--- config.mk ---
export PLATFORM = sky130hd
export DESIGN_NAME = isa_bus_sequencer_flat
export DESIGN_NICKNAME = d
export VERILOG_FILES = /design/src/rtl/isa_bus_sequencer_if.sv /design/src/rtl/isa_bus_sequencer.sv /design/src/flat_wrapper.sv
export SDC_FILE = /design/constraint.sdc
export NUM_CORES = 1
export LEC_CHECK = 0
export BUFFER_PORTS_ARGS = -buffer_cell sky130_fd_sc_hd__buf_2
export CAP_MARGIN = 5
export CORE_MARGIN = 2
export CORE_UTILIZATION = 57
export DETAILED_ROUTE_END_ITERATION = 7
export GPL_ROUTABILITY_DRIVEN = 0
export PLACE_DENSITY = 0.77
export SYNTH_ARGS = -nofsm -noshare
export SYNTH_HDL_FRONTEND = slang
export SYNTH_SLANG_ARGS = --single-unit
--- constraint.sdc ---
create_clock -name clock -period 2.2 [get_ports clock]
set_input_delay 0.11 -clock clock [delete_from_list [all_inputs] [get_ports clock]]
set_output_delay 0.11 -clock clock [all_outputs]
set_load 0.005 [all_outputs]
--- src/rtl/isa_bus_sequencer_if.sv ---
// Handshake and ISA strobe bundle for isa_bus_sequencer.
// master = sequencer side, slave = control register / bus model side.
interface isa_bus_sequencer_if;
  logic cmd_read;
  logic cmd_write;
  logic iochrdy;
  logic address_load_n;
  logic data_load_n;
  logic iow_n;
  logic ior_n;
  logic control_reset_n;
  logic busy;
  logic timeout;

  modport master (
    input  cmd_read, cmd_write, iochrdy,
    output address_load_n, data_load_n, iow_n, ior_n, control_reset_n, busy, timeout
  );

  modport slave (
    output cmd_read, cmd_write, iochrdy,
    input  address_load_n, data_load_n, iow_n, ior_n, control_reset_n, busy, timeout
  );
endinterface

--- src/rtl/isa_bus_sequencer.sv ---
// ISA I/O cycle sequencer: address load, data load, read/write strobe, recovery, control reset.
// Optional IOCHRDY wait-state support with timeout: define ISA_SEQ_IOCHRDY_EN.
//
// state     | meaning
// S_IDLE    | waiting for cmd_read / cmd_write, all strobes inactive
// S_ADDR    | address_load_n low for ADDR_SETUP_CYCLES
// S_DLOAD   | write only: data_load_n low for one clock
// S_STROBE  | iow_n / ior_n low; read captures data on the final clock
// S_RECOVER | all strobes high for RECOVERY_CYCLES (skipped when 0)
// S_DONE    | control_reset_n low for one clock
module isa_bus_sequencer #(
  parameter int ADDR_SETUP_CYCLES   = 1,
  parameter int WRITE_STROBE_CYCLES = 5,
  parameter int READ_STROBE_CYCLES  = 5,
  parameter int RECOVERY_CYCLES     = 0,
  parameter int TIMEOUT_CYCLES      = 64
) (
  input  logic                 clock,
  input  logic                 reset,
  isa_bus_sequencer_if.master  bus
);

  typedef enum logic [2:0] {
    S_IDLE, S_ADDR, S_DLOAD, S_STROBE, S_RECOVER, S_DONE
  } state_t;

  localparam logic [7:0] ADDR_LD = 8'(ADDR_SETUP_CYCLES - 1);
  localparam logic [7:0] WR_LD   = 8'(WRITE_STROBE_CYCLES - 1);
  localparam logic [7:0] RD_LD   = 8'(READ_STROBE_CYCLES - 1);
  localparam logic [7:0] REC_LD  = (RECOVERY_CYCLES > 0) ? 8'(RECOVERY_CYCLES - 1) : 8'd0;
  localparam state_t     POST_STROBE = (RECOVERY_CYCLES > 0) ? S_RECOVER : S_DONE;
  localparam logic [5:0] OUTS_IDLE   = 6'b111110;

  state_t      r_state;
  logic        r_dir;     // 1 = read
  logic        r_final;   // current STROBE clock is the last one
  logic [7:0]  r_cnt;
  logic [5:0]  r_outs;    // {address_load_n, data_load_n, iow_n, ior_n, control_reset_n, busy}
  logic [7:0]  w_len_ld;
  logic        w_rdy;

  assign w_len_ld = r_dir ? RD_LD : WR_LD;

`ifdef ISA_SEQ_IOCHRDY_EN
  localparam logic [9:0] TMO_LIM = 10'(TIMEOUT_CYCLES);
  logic        r_wait;
  logic        r_timeout;
  logic [9:0]  r_tmo;
  assign w_rdy       = bus.iochrdy;
  assign bus.timeout = r_timeout;
`else
  assign w_rdy       = 1'b1;
  assign bus.timeout = 1'b0;
`endif

  assign {bus.address_load_n, bus.data_load_n, bus.iow_n, bus.ior_n,
          bus.control_reset_n, bus.busy} = r_outs;

  // Output pattern for the state being entered; cap asserts the read data capture.
  function automatic logic [5:0] f_outs(input state_t s, input logic rd, input logic cap);
    logic [5:0] o;
    o = OUTS_IDLE;
    case (s)
      S_IDLE:    o = OUTS_IDLE;
      S_ADDR:    o = 6'b011111;
      S_DLOAD:   o = 6'b101111;
      S_STROBE:  o = {1'b1, ~(rd & cap), rd, ~rd, 1'b1, 1'b1};
      S_RECOVER: o = 6'b111111;
      S_DONE:    o = 6'b111101;
      default:   o = OUTS_IDLE;
    endcase
    return o;
  endfunction

  always_ff @(posedge clock) begin
    if (!reset) begin
      r_state   <= S_IDLE;
      r_dir     <= 1'b0;
      r_final   <= 1'b0;
      r_cnt     <= 8'd0;
      r_outs    <= OUTS_IDLE;
`ifdef ISA_SEQ_IOCHRDY_EN
      r_wait    <= 1'b0;
      r_timeout <= 1'b0;
      r_tmo     <= 10'd0;
`endif
    end else begin
`ifdef ISA_SEQ_IOCHRDY_EN
      r_timeout <= 1'b0;
`endif
      case (r_state)
        S_IDLE: begin
          if (bus.cmd_read || bus.cmd_write) begin
            r_dir   <= bus.cmd_read;
            r_state <= S_ADDR;
            r_cnt   <= ADDR_LD;
            r_outs  <= f_outs(S_ADDR, bus.cmd_read, 1'b0);
          end
        end

        S_ADDR: begin
          if (r_cnt != 8'd0) begin
            r_cnt <= r_cnt - 8'd1;
          end else if (!r_dir) begin
            r_state <= S_DLOAD;
            r_outs  <= f_outs(S_DLOAD, 1'b0, 1'b0);
          end else begin
            r_state <= S_STROBE;
            r_cnt   <= w_len_ld;
            if (w_len_ld == 8'd0) begin
              r_final <= w_rdy;
`ifdef ISA_SEQ_IOCHRDY_EN
              r_wait  <= ~w_rdy;
              r_tmo   <= 10'd1;
`endif
              r_outs  <= f_outs(S_STROBE, r_dir, w_rdy);
            end else begin
              r_final <= 1'b0;
              r_outs  <= f_outs(S_STROBE, r_dir, 1'b0);
            end
          end
        end

        S_DLOAD: begin
          r_state <= S_STROBE;
          r_cnt   <= w_len_ld;
          if (w_len_ld == 8'd0) begin
            r_final <= w_rdy;
`ifdef ISA_SEQ_IOCHRDY_EN
            r_wait  <= ~w_rdy;
            r_tmo   <= 10'd1;
`endif
          end else begin
            r_final <= 1'b0;
          end
          r_outs  <= f_outs(S_STROBE, 1'b0, 1'b0);
        end

        S_STROBE: begin
`ifdef ISA_SEQ_IOCHRDY_EN
          // Wait states sit in front of the final clock so capture follows iochrdy.
          if (r_wait) begin
            if (bus.iochrdy) begin
              r_wait  <= 1'b0;
              r_tmo   <= 10'd0;
              r_final <= 1'b1;
              r_outs  <= f_outs(S_STROBE, r_dir, 1'b1);
            end else if (r_tmo >= TMO_LIM) begin
              r_wait    <= 1'b0;
              r_tmo     <= 10'd0;
              r_timeout <= 1'b1;
              r_state   <= POST_STROBE;
              r_cnt     <= REC_LD;
              r_outs    <= f_outs(POST_STROBE, r_dir, 1'b0);
            end else if (r_tmo != 10'h3FF) begin
              r_tmo <= r_tmo + 10'd1;
            end
          end else
`endif
          if (r_final) begin
            r_final <= 1'b0;
            r_state <= POST_STROBE;
            r_cnt   <= REC_LD;
            r_outs  <= f_outs(POST_STROBE, r_dir, 1'b0);
          end else if (r_cnt > 8'd1) begin
            r_cnt <= r_cnt - 8'd1;
          end else begin
            r_cnt   <= 8'd0;
            r_final <= w_rdy;
`ifdef ISA_SEQ_IOCHRDY_EN
            r_wait  <= ~w_rdy;
            r_tmo   <= 10'd1;
`endif
            r_outs  <= f_outs(S_STROBE, r_dir, w_rdy);
          end
        end

        S_RECOVER: begin
          if (r_cnt != 8'd0) begin
            r_cnt <= r_cnt - 8'd1;
          end else begin
            r_state <= S_DONE;
            r_outs  <= f_outs(S_DONE, r_dir, 1'b0);
          end
        end

        S_DONE: begin
          r_state <= S_IDLE;
          r_outs  <= OUTS_IDLE;
        end

        default: begin
          r_state <= S_IDLE;
          r_cnt   <= 8'd0;
          r_outs  <= OUTS_IDLE;
        end
      endcase
    end
  end

endmodule
--- src/flat_wrapper.sv ---
// flat-port wrapper written by rule: the top's interface ports become plain ports
module isa_bus_sequencer_flat 
#(
  parameter int ADDR_SETUP_CYCLES   = 1,
  parameter int WRITE_STROBE_CYCLES = 5,
  parameter int READ_STROBE_CYCLES  = 5,
  parameter int RECOVERY_CYCLES     = 0,
  parameter int TIMEOUT_CYCLES      = 64
)
  (clock, reset, bus_cmd_read, bus_cmd_write, bus_iochrdy, bus_address_load_n, bus_data_load_n, bus_iow_n, bus_ior_n, bus_control_reset_n, bus_busy, bus_timeout);
  isa_bus_sequencer_if bus_i ();
  input  logic clock;
  input  logic reset;
  input wire logic [$bits(bus_i.cmd_read)-1:0] bus_cmd_read;
  input wire logic [$bits(bus_i.cmd_write)-1:0] bus_cmd_write;
  input wire logic [$bits(bus_i.iochrdy)-1:0] bus_iochrdy;
  output wire logic [$bits(bus_i.address_load_n)-1:0] bus_address_load_n;
  output wire logic [$bits(bus_i.data_load_n)-1:0] bus_data_load_n;
  output wire logic [$bits(bus_i.iow_n)-1:0] bus_iow_n;
  output wire logic [$bits(bus_i.ior_n)-1:0] bus_ior_n;
  output wire logic [$bits(bus_i.control_reset_n)-1:0] bus_control_reset_n;
  output wire logic [$bits(bus_i.busy)-1:0] bus_busy;
  output wire logic [$bits(bus_i.timeout)-1:0] bus_timeout;
  assign bus_i.cmd_read = bus_cmd_read;
  assign bus_i.cmd_write = bus_cmd_write;
  assign bus_i.iochrdy = bus_iochrdy;
  assign bus_address_load_n = bus_i.address_load_n;
  assign bus_data_load_n = bus_i.data_load_n;
  assign bus_iow_n = bus_i.iow_n;
  assign bus_ior_n = bus_i.ior_n;
  assign bus_control_reset_n = bus_i.control_reset_n;
  assign bus_busy = bus_i.busy;
  assign bus_timeout = bus_i.timeout;
  isa_bus_sequencer #(.ADDR_SETUP_CYCLES(ADDR_SETUP_CYCLES), .WRITE_STROBE_CYCLES(WRITE_STROBE_CYCLES), .READ_STROBE_CYCLES(READ_STROBE_CYCLES), .RECOVERY_CYCLES(RECOVERY_CYCLES), .TIMEOUT_CYCLES(TIMEOUT_CYCLES)) u_core (.clock(clock), .reset(reset), .bus(bus_i));
endmodule
; Word level (Yosys, flattened, before mapping)
; Index checks and enable logic that the tools add are counted.
[word_totals]
ff_bits = 19
in_bits = 5
word_cells = 56
[op_classes]
add_sub_neg = 1
order_cmp = 1
n_eq_ne = 13
n_mux = 25
bitwise_logic = 2
reduce_logical = 9
[ops]
columns = operator, count
row1 = $mux W8, 6
row2 = $pmux W8 S6, 1
row3 = $mux W6, 5
row4 = $pmux W6 S5, 1
row5 = $pmux W3 S5, 1
row6 = $mux W3, 4
row7 = $reduce_and A4 Y1, 3
row8 = $gt A8 B1 Y1 const B, 1
row9 = $ne A2 B1 Y1 const B, 4
row10 = $reduce_bool A8 Y1, 1
row11 = $sub A8 B1 Y8 const B, 1
row12 = $eq A3 B2 Y1 const B, 2
row13 = $eq A3 B3 Y1 const B, 2
row14 = $mux W1, 5
row15 = $mux W5, 1
row16 = $ne A2 B2 Y1 const B, 2
row17 = $eq A3 B1 Y1 const B, 1
row18 = $logic_not A3 Y1, 1
row19 = $ne A3 B1 Y1 const B, 1
row20 = $ne A3 B2 Y1 const B, 1
row21 = $pmux W1 S3, 1
row22 = $reduce_and A3 Y1, 1
row23 = $reduce_bool A3 Y1, 1
row24 = $not A1 Y1, 2
row25 = other kinds (2), 2

; Depth between registers and ports, before layout
; Gate-level depths: netlist of run 1.
[depth]
word_depth = 4
depth_mapped = 8

; Worst setup path after synthesis of run 1
; No wires, ideal clock.
[synth_path]
kind = register to register
startpoint = register u_core.r_cnt[0]
endpoint = register u_core.r_cnt[5]
setup_ps = 74
t_arrival_ps = 1859
slack_ps = 266
path_stages_with_launch = 8
period_less_slack_ps = 1934
path_cell_list = dfxtp_1 inv_1 ha_1 or4b_4 nor3_2 o311a_4 or4b_1 a31oi_1
[synth_via]
elab_chain_len = 4
[synth_lines]
columns = item, line
row1 = "start, declared", isa_bus_sequencer.sv:37  ; logic [7:0] r_cnt;
row2 = "start signal, assigned", isa_bus_sequencer.sv:103  ; r_cnt <= r_cnt - 8'd1;
row3 = "start signal, assigned", isa_bus_sequencer.sv:109  ; r_cnt <= w_len_ld;
row4 = "start signal, assigned", isa_bus_sequencer.sv:126  ; r_cnt <= w_len_ld;
row5 = $sub A8 B1 Y8 / $gt A8 B1 Y1 (equally long branches), n/a
row6 = $mux W8, isa_bus_sequencer.sv:165  ; end else if (r_cnt > 8'd1) begin
row7 = $mux W8, isa_bus_sequencer.sv:160  ; if (r_final) begin
row8 = $pmux W8 S6, isa_bus_sequencer.sv:91  ; case (r_state)
; Several ways; a longest one is shown, not always the timed one. The select of a mux whose other input is x is not followed.
; A chain may end at the register's enable or synchronous reset.

; Worst setup path in the final report of run 1
; Ends and elaborated chain as after synthesis.

==> impl_metrics.ini, run 1 <==
[timing]
max_freq_mhz = 469
fin_skew_ns = 0.000786
hold_violations = 0
worstMarginPinSlew_ns = 0.661
setup_viol = 0
layout_setup_ws_ns = 0.0700
slew_headroom_pct = 55.6
fin_crit_sh_pct = 96.8
period_minus_slack_ns = 2.13
setup_tns_ns = 0
drv_slew = 0
rsz0062_at_grt = false

[status]
violations = DRC
status = complete, but fails checks

[worst_setup_path]
slowest_stage = or4b_1
end_kind = register
arrival_ns = 2.37
regToRegSetupSlack_ns = 0.07
critical_path.top_delay_family = simple AND/OR/NAND/NOR gates
path_cells = inv_1 > ha_1 > or4b_4 > nor3_2 > o311a_4 > or4b_1 > a31oi_1
cp-start-kind = register
worst-path-max-fanout = 7
cpPeakStageDelay_ns = 0.53
worstSetupPathType = reg -> reg
required_ns = 2.44
crit_buf_inv = 1

[floorplan]
io_pins = 12
die_w_um = 49.7
row_count = 16
start_util_pct = 60.7
die_area_um2 = 2470
die_y_um = 49.7
design.core.area_um2 = 1960

[placement]
port_buffers = 9
hpwlAfterDp_mm = 1.92
pre_cts_ws_ns = 0.101
placed_area_um2 = 1240

[min_path]
hold_class = in -> reg

[power_and_ir_drop]
leakage_nw = 0.470
irDropWorstVdd_mv = 0.809
total_power_mw = 1.73
pwr_density_cell_nw_per_um2 = 1340

[cells_and_area]
n_antenna_cell = 0
fillers = 179
fin_nets = 163
syn2layout_area_growth_pct = 8.52
postLayoutCellArea_um2 = 1290
final_util_pct = 65.8
multi_input_area_um2 = 741
drive_above_1_share_pct = 19.5
seq_area_um2 = 385

[global_route]
overflow = 0
grt_antenna_before_repair = 0
grt_pass1_vias = 1061
grt_max_degree = 16
grt_pass1_wl_mm = 4.75
grt_usage_pct = 24.8

[clock_tree]
path_clk_slew_ns = 0.11
cts-root-buf = clkbuf_4
cts_tree = done
cts_setup_buffers = 0
cts_sinks = 19
cts_max_level = 1
clockBufferDepth = 2
clock_latency_ns = 0.31
cts_buffers = 3

[routing]
wl_per_cell_um = 15.2
drtAntennaViolNets = 0
drt_iter0_drc = 48
vias = 1150
drc = 1
wl_mm = 2.75
drt_pass1_iterations = 8
vias_per_cell = 6.35

[synth]
synth_seq_cells = 19
synth_area_um2 = 1190
synth_common_cells = 19 x dfxtp_1, 19 x nand2_1, 13 x a21oi_1
synth_ff_type = dfxtp_1
synth_top_area_share_pct = 32.0
synth_cell_types = 52
syn_area_per_cell_um2 = 8.09
synth.yosys.seq_area_share_pct = 32.0
syn-instance-count = 147
synth_enable_flop_cells = 0
synth_largest_area_cell = dfxtp_1
ys_top_cells_by_area = dfxtp_1 32%, nand2_1 6.0%, a21oi_1 5.5%
yosys_warnings = 0
synthArstFlopShare_pct = 0
syn-num-nets = 155

[run]
cap_viol_max_count = 0
==> power by group <==
part	total [mW]	internal [mW]	leakage (nW)	switching (mW)
registers	0.508	0.427	0.157	0.0806
clock network	0.187	0.0694	0.0139	0.118
logic	1.03	0.442	0.299	0.588
==> flip-flops by register name (all words and copies together), names as in the netlist <==
name / flops
u_core.r_state: 3
u_core.r_cnt: 8
u_core.r_dir: 1
u_core.r_outs: 6
u_core.r_final: 1
==> path summary, 6_finish.rpt <==
check,depth (start not counted),to,from
worst max-delay path,7,u_core.r_cnt[5],u_core.r_cnt[0]
worst min-delay path,2,u_core.r_outs[4],reset
worst max register to register,7,u_core.r_cnt[5],u_core.r_cnt[0]
worst min register to register,2,u_core.r_outs[4],u_core.r_outs[4]
==> cells by family (layout without fill, tap and decap cells) <==
family	after synthesis	after routing	synth area share (%)
simple gates	62	62	28.4
xor+xnor	2	2	1.47
other cells	1	1	0.315
fa+ha+maj	3	3	3.15
flops	19	19	32.0
buf+inv	16	23	7.15
mux	3	3	2.52
compound gates	41	41	25.0
==> layout make-up <==
| class | count | share of cell area (%) |
|---|---|---|
| Sequential cell | 19 | 29.8 |
| Timing Repair Buffer | 14 | 6.40 |
| Clock buffer | 3 | 1.74 |
| Tap cell | 27 | 2.62 |
| Inverter | 5 | 1.45 |
| Multi-Input combinational cell | 112 | 57.4 |
| Clock inverter | 1 | 0.581 |
==> routing by layer <==
layer / GRT usage [%] / vias to the layer above / share of wire (%) / wire length [µm]
met5: 0 / - / 0 / 0
met4: 8.80 / 0 / 1.4 / 39
met3: 3.64 / 6 / 5.6 / 153
met2: 40.7 / 54 / 48 / 1320
met1: 33.1 / 537 / 45 / 1240
li1: - / 553 / - / -
==> layout by cell type (no fill, tap or decap), types with 2 or more instances in the layout <==
| cell | count |
|---|---|
| a21oi_1 | 13 |
| clkbuf_4 | 3 |
| nor3_1 | 6 |
| a31oi_1 | 4 |
| nand3_1 | 6 |
| buf_2 | 9 |
| dfxtp_1 | 17 |
| buf_4 | 5 |
| xnor2_1 | 2 |
| inv_1 | 5 |
| o211ai_1 | 3 |
| nand2b_1 | 2 |
| mux2i_1 | 3 |
| and3_1 | 2 |
| nand2_1 | 19 |
| or3_1 | 4 |
| a22oi_1 | 2 |
| nor2_1 | 8 |
| ha_1 | 3 |
| o21ai_0 | 4 |
==> repair_timing <==
action                     4_1_cts  5_1_grt
hold buffers                     0        0
resized for setup                0        6
setup endpoints to repair        0        8
==> through the flow <==
step           cells  hold WS [ns]
2_1_floorplan    147         0.270
3_3_place_gp     177         0.370
3_5_place_dp     177         0.373
4_1_cts          181        0.0522
5_1_grt          181        0.0614
6_report         181        0.0515
(Power assumes the default switching activity.)
==> run 2, diff against run 1 <==
--- a/config.mk
+++ b/config.mk
@@ -8,10 +8,10 @@
 export BUFFER_PORTS_ARGS = -buffer_cell sky130_fd_sc_hd__buf_2
 export CAP_MARGIN = 5
 export CORE_MARGIN = 2
-export CORE_UTILIZATION = 57
+export CORE_UTILIZATION = 59
 export DETAILED_ROUTE_END_ITERATION = 7
 export GPL_ROUTABILITY_DRIVEN = 0
-export PLACE_DENSITY = 0.77
+export PLACE_DENSITY = 0.8
 export SYNTH_ARGS = -nofsm -noshare
 export SYNTH_HDL_FRONTEND = slang
 export SYNTH_SLANG_ARGS = --single-unit
==> constraint.sdc (replaced) <==
create_clock -name clock -period 2.6 [get_ports clock]
set_input_delay 0.13 -clock clock [delete_from_list [all_inputs] [get_ports clock]]
set_output_delay 0.13 -clock clock [all_outputs]
set_load 0.005 [all_outputs]
==> run 2 against run 1 <==
- the flow now finishes without violations
- routed wire length shrank 7.0%
- worst hold slack improved by 0.033 ns
- global-route usage is 0.74 points lower
- clock skew hardly changed
- sequential cell count stayed put
==> impl_metrics.ini, run 2 (synthesis results as in run 1) <==
[status]
status = finished clean

[cells_and_area]
drive_above_1_share_pct = 15.2
largest_reg_flops = 8
postLayoutCellArea_um2 = 1240
n_antenna_cell = 0
final_cell_mix = 19 x nand2_1, 19 x dfxtp_1, 13 x a21oi_1, 9 x buf_2, 8 x nor2_1
seq_area_um2 = 380
top_register = u_core.r_cnt
multi_input_area_um2 = 724
syn2layout_area_growth_pct = 4.52
fin_cells = 178
largestRegisters = u_core.r_cnt x8, u_core.r_outs x6, u_core.r_state x3
fillers = 177
fin_nets = 160

[clock_tree]
cts.hold.buffers_added = 0
path_clk_slew_ns = 0.11
cts_setup_buffers = 0
clockBufferDepth = 2
cts_max_level = 1
cts_resized = 0
cts_tree = done
cts_sinks = 19
clock_latency_ns = 0.30
cts_buffers = 3
cts-root-buf = clkbuf_4

[floorplan]
die_area_um2 = 2390
die_w_um = 48.9
design.core.area_um2 = 1920
row_count = 16
io_pins = 12
die_y_um = 48.9
start_util_pct = 61.9

[timing]
slew_headroom_pct = 57.6
setup_tns_ns = 0
hold_violations = 0
worstMarginPinSlew_ns = 0.632
drv_slew = 0
fin_crit_sh_pct = 82.2
rsz0062_at_grt = false
period_minus_slack_ns = 2.14
max_freq_mhz = 468
fin_skew_ns = 0.000745
setup_viol = 0

[routing]
drtAntennaViolNets = 0
wl_met1_mm = 1.18
drt_iter0_drc = 52
dr_wl_met3_um = 181
drt_pass1_iterations = 4
drc = 0
vias_per_cell = 6.21
top_layer_used = met4
vias = 1106
wl_per_cell_um = 14.4
wl_mm = 2.56
route.met2.wl_mm = 1.17

[min_path]
hold_path_depth = 2
min_from = reset
min_to = u_core.r_outs[3]
hold_class = in -> reg

[worst_setup_path]
regToRegSetupSlack_ns = 0.46
required_ns = 2.81
reg2reg_to = u_core.r_cnt[6]
worst-path-max-fanout = 7
reg2reg_from = u_core.r_cnt[0]
arrival_ns = 2.35
worstRegToRegCells = 7
end_kind = register
worstSetupPathType = reg -> reg
cp-start-kind = register

[placement]
placed_area_um2 = 1220
port_buffers = 9
hpwlAfterDp_mm = 1.85
dp_cells = 174

[power_and_ir_drop]
leakage_nw = 0.451
irDropWorstVdd_mv = 0.635
pwr_density_cell_nw_per_um2 = 1120
total_power_mw = 1.39

[global_route]
grt_pass1_vias = 1031
grt_pass1_wl_mm = 4.59
grt_usage_pct = 24.1
overflow = 0
grt_antenna_before_repair = 0
grt_max_degree = 17

[run]
cap_viol_max_count = 0
[run 2: changes by cell type in the layout (fill, tap and decap cells not counted), sizes merged]
| cell | previous run | this run |
|---|---|---|
| clkinvlp | 1 | 0 |
| clkbuf | 3 | 4 |
| buf | 14 | 11 |
[run 2: metrics by stage]
stage | util [%] | hold slack, ns | worst slack [ns]
after CTS | 64.7 | 0.0873 | 0.486
after floorplan | - | 0.290 | 0.666
after global routing | 64.7 | 0.0915 | 0.282
after global placement | 63.3 | 0.394 | 0.550
after detailed placement | 63.3 | 0.401 | 0.501
final | 64.7 | 0.0844 | 0.462
[run 2: where the power goes]
group          internal [mW]  leakage, nW  switching, mW  total, mW
Combinational          0.341        0.280          0.430      0.771
Clock                 0.0598       0.0150         0.0924      0.152
Sequential             0.360        0.156          0.111      0.470
Total                  0.760        0.451          0.633       1.39
[run 2: how the worst max path moves through the flow]
stage                                  end  slack, ns            start  depth (start not counted)
after floorplan            u_core.r_cnt[5]       0.67  u_core.r_cnt[0]                          7
after global placement    u_core.r_outs[2]       0.55  u_core.r_cnt[0]                          7
after detailed placement  u_core.r_outs[4]       0.50  u_core.r_cnt[0]                          7
after CTS                 u_core.r_outs[4]       0.49  u_core.r_cnt[0]                          7
after global routing       u_core.r_cnt[6]       0.28  u_core.r_cnt[0]                          7
final                      u_core.r_cnt[6]       0.46  u_core.r_cnt[0]                          7
[run 2: cell type report]
type / count / area share (%)
timing repair buffer: 11 / 4.83
tap: 27 / 2.72
clock buffer: 4 / 2.11
multi-input combinational: 112 / 58.2
inverter: 5 / 1.51
sequential: 19 / 30.6
[run 2: per-layer routing]
layer,GRT usage (%),vias to the layer above
met5,0,-
met4,8.57,0
met3,4.60,4
met2,39.0,36
met1,31.9,521
li1,-,545
[run 2: worst max-delay path, cell delays in order, from the launching register on]
cell and delay (ns):
dfxtp_1 0.42, inv_1 0.11, ha_1 0.21, or4b_4 0.23, nor3_2 0.05, o311ai_2 0.52, nand2_1 0.21, o32ai_1 0.31
==> run 3, diff against run 2 <==
--- a/config.mk
+++ b/config.mk
@@ -8,10 +8,10 @@
 export BUFFER_PORTS_ARGS = -buffer_cell sky130_fd_sc_hd__buf_2
 export CAP_MARGIN = 5
 export CORE_MARGIN = 2
-export CORE_UTILIZATION = 59
+export CORE_UTILIZATION = 52
 export DETAILED_ROUTE_END_ITERATION = 7
 export GPL_ROUTABILITY_DRIVEN = 0
-export PLACE_DENSITY = 0.8
+export PLACE_DENSITY = 0.74
 export SYNTH_ARGS = -nofsm -noshare
 export SYNTH_HDL_FRONTEND = slang
 export SYNTH_SLANG_ARGS = --single-unit
==> constraint.sdc (replaced) <==
create_clock -name clock -period 1.8 [get_ports clock]
set_input_delay 0.09 -clock clock [delete_from_list [all_inputs] [get_ports clock]]
set_output_delay 0.09 -clock clock [all_outputs]
set_load 0.005 [all_outputs]
==> run 3 against run 2 <==
- the flow now finishes with violations (setup timing)
- clock-buffer cell count decreased by 1
- first-iteration DRC count increased by 15%
- setup slack got worse by 0.69 ns
- sequential power increased by 29%
- fmax increased by 5.2%
- core utilization increased by 10 points
- sequential share of layout area decreased by 7.3 points
- largest cell class unchanged
==> impl_metrics.ini, run 3 (synthesis results as in run 1) <==
[routing]
wl_mm = 3.63
drc = 0
wl_per_cell_um = 17.1
vias_per_cell = 6.32
vias = 1339
drt_pass1_iterations = 6
drt_iter0_drc = 60
drtAntennaViolNets = 0

[run]
cap_viol_max_count = 0

[placement]
hpwlAfterDp_mm = 2.35
placed_area_um2 = 1440
dp_cells = 204
pre_cts_ws_ns = -0.206
port_buffers = 9

[cells_and_area]
fin_cells = 212
fin_nets = 193
n_antenna_cell = 0
largestRegisters = u_core.r_cnt x8, u_core.r_outs x6, u_core.r_state x3
fillers = 160
final_util_pct = 75.1
top_register = u_core.r_cnt
layout_commonest_cell = buf_4
largest_reg_flops = 8
seq_area_um2 = 383
final_cell_mix = 33 x buf_4, 17 x nand2_1, 17 x dfxtp_1, 10 x a21oi_1, 9 x buf_2
multi_input_area_um2 = 866
postLayoutCellArea_um2 = 1650
syn2layout_area_growth_pct = 38.3
drive_above_1_share_pct = 41.3

[floorplan]
die_w_um = 51.8
start_util_pct = 54.3
row_count = 17
design.core.area_um2 = 2190
die_y_um = 51.8
io_pins = 12
die_area_um2 = 2690

[power_and_ir_drop]
total_power_mw = 2.74
irDropWorstVdd_mv = 0.977
pwr_density_cell_nw_per_um2 = 1660
leakage_nw = 0.641

[global_route]
grt_pass1_vias = 1218
grt_max_degree = 13
overflow = 0
grt_pass1_wl_mm = 5.53
grt_usage_pct = 27.8
grt_antenna_before_repair = 0

[timing]
fin_crit_sh_pct = 113
layout_setup_ws_ns = -0.233
max_freq_mhz = 492
timing.hold.ws_ns = 0.0338
hold_violations = 0
rsz0062_at_grt = true
worstMarginPinSlew_ns = 0.542
setup_viol = 15
drv_slew = 0
setup_tns_ns = -2.01
period_minus_slack_ns = 2.03
fin_skew_ns = 0.00813
slew_headroom_pct = 63.6

[clock_tree]
cts_sinks = 19
cts_buffers = 3
cts.hold.buffers_added = 0
cts_tree = done
clockBufferDepth = 2
clock_latency_ns = 0.31
cts-root-buf = clkbuf_4
path_clk_slew_ns = 0.12
cts_max_level = 1

[worst_setup_path]
end_kind = register
worst-path-max-fanout = 4
worstSetupPathType = reg -> reg
arrival_ns = 2.28
required_ns = 2.04
cp-start-kind = register

[min_path]
hold_class = in -> reg

[status]
violations = setup timing
status = complete, but fails checks
-- run 3: worst paths after layout --
check | startpoint | end | slack, ns | cells after the start
max | u_core.r_cnt[0] | u_core.r_cnt[5] | -0.23 | 7
min | reset | u_core.r_outs[3] | 0.03 | 2
max reg2reg | u_core.r_cnt[0] | u_core.r_cnt[5] | -0.23 | 7
min reg2reg | u_core.r_outs[3] | u_core.r_outs[3] | 0.49 | 2
-- run 3: power breakdown --
group	switching, mW	internal [mW]	total (mW)
logic	1.00	0.900	1.90
registers	0.0836	0.522	0.605
clock network	0.147	0.0832	0.230
total	1.23	1.50	2.74
-- run 3: per-layer routing --
metal  GRT usage [%]  vias up  routed length (µm)
li1                -      616                   -
met1            35.6      637                1530
met2            44.5       77                1760
met3            5.46        9                 277
met4            13.2        0                  65
met5               0        -                   0
-- run 3: cell type report --
type / instances / area share, %
flip-flops and latches: 19 / 23.3
multi-input cells: 112 / 52.6
repair buffers: 44 / 19.2
well taps: 28 / 2.13
clock buffers: 3 / 1.37
clock inverters: 1 / 0.304
inverters: 5 / 1.14
-- run 3: worst max-delay path, stage by stage, from the launching register on --
cell and delay [ns]:
dfxtp_2 0.37, inv_2 0.06, ha_4 0.15, or4b_4 0.25
nor2_4 0.05, o211ai_1 0.41, or4b_4 0.54, a31oi_4 0.14
-- run 3: what timing repair did --
item,in CTS,in global routing
buffers inserted,3,1
gates resized for setup,14,15
setup endpoints to repair,14,16
pin swaps,3,6
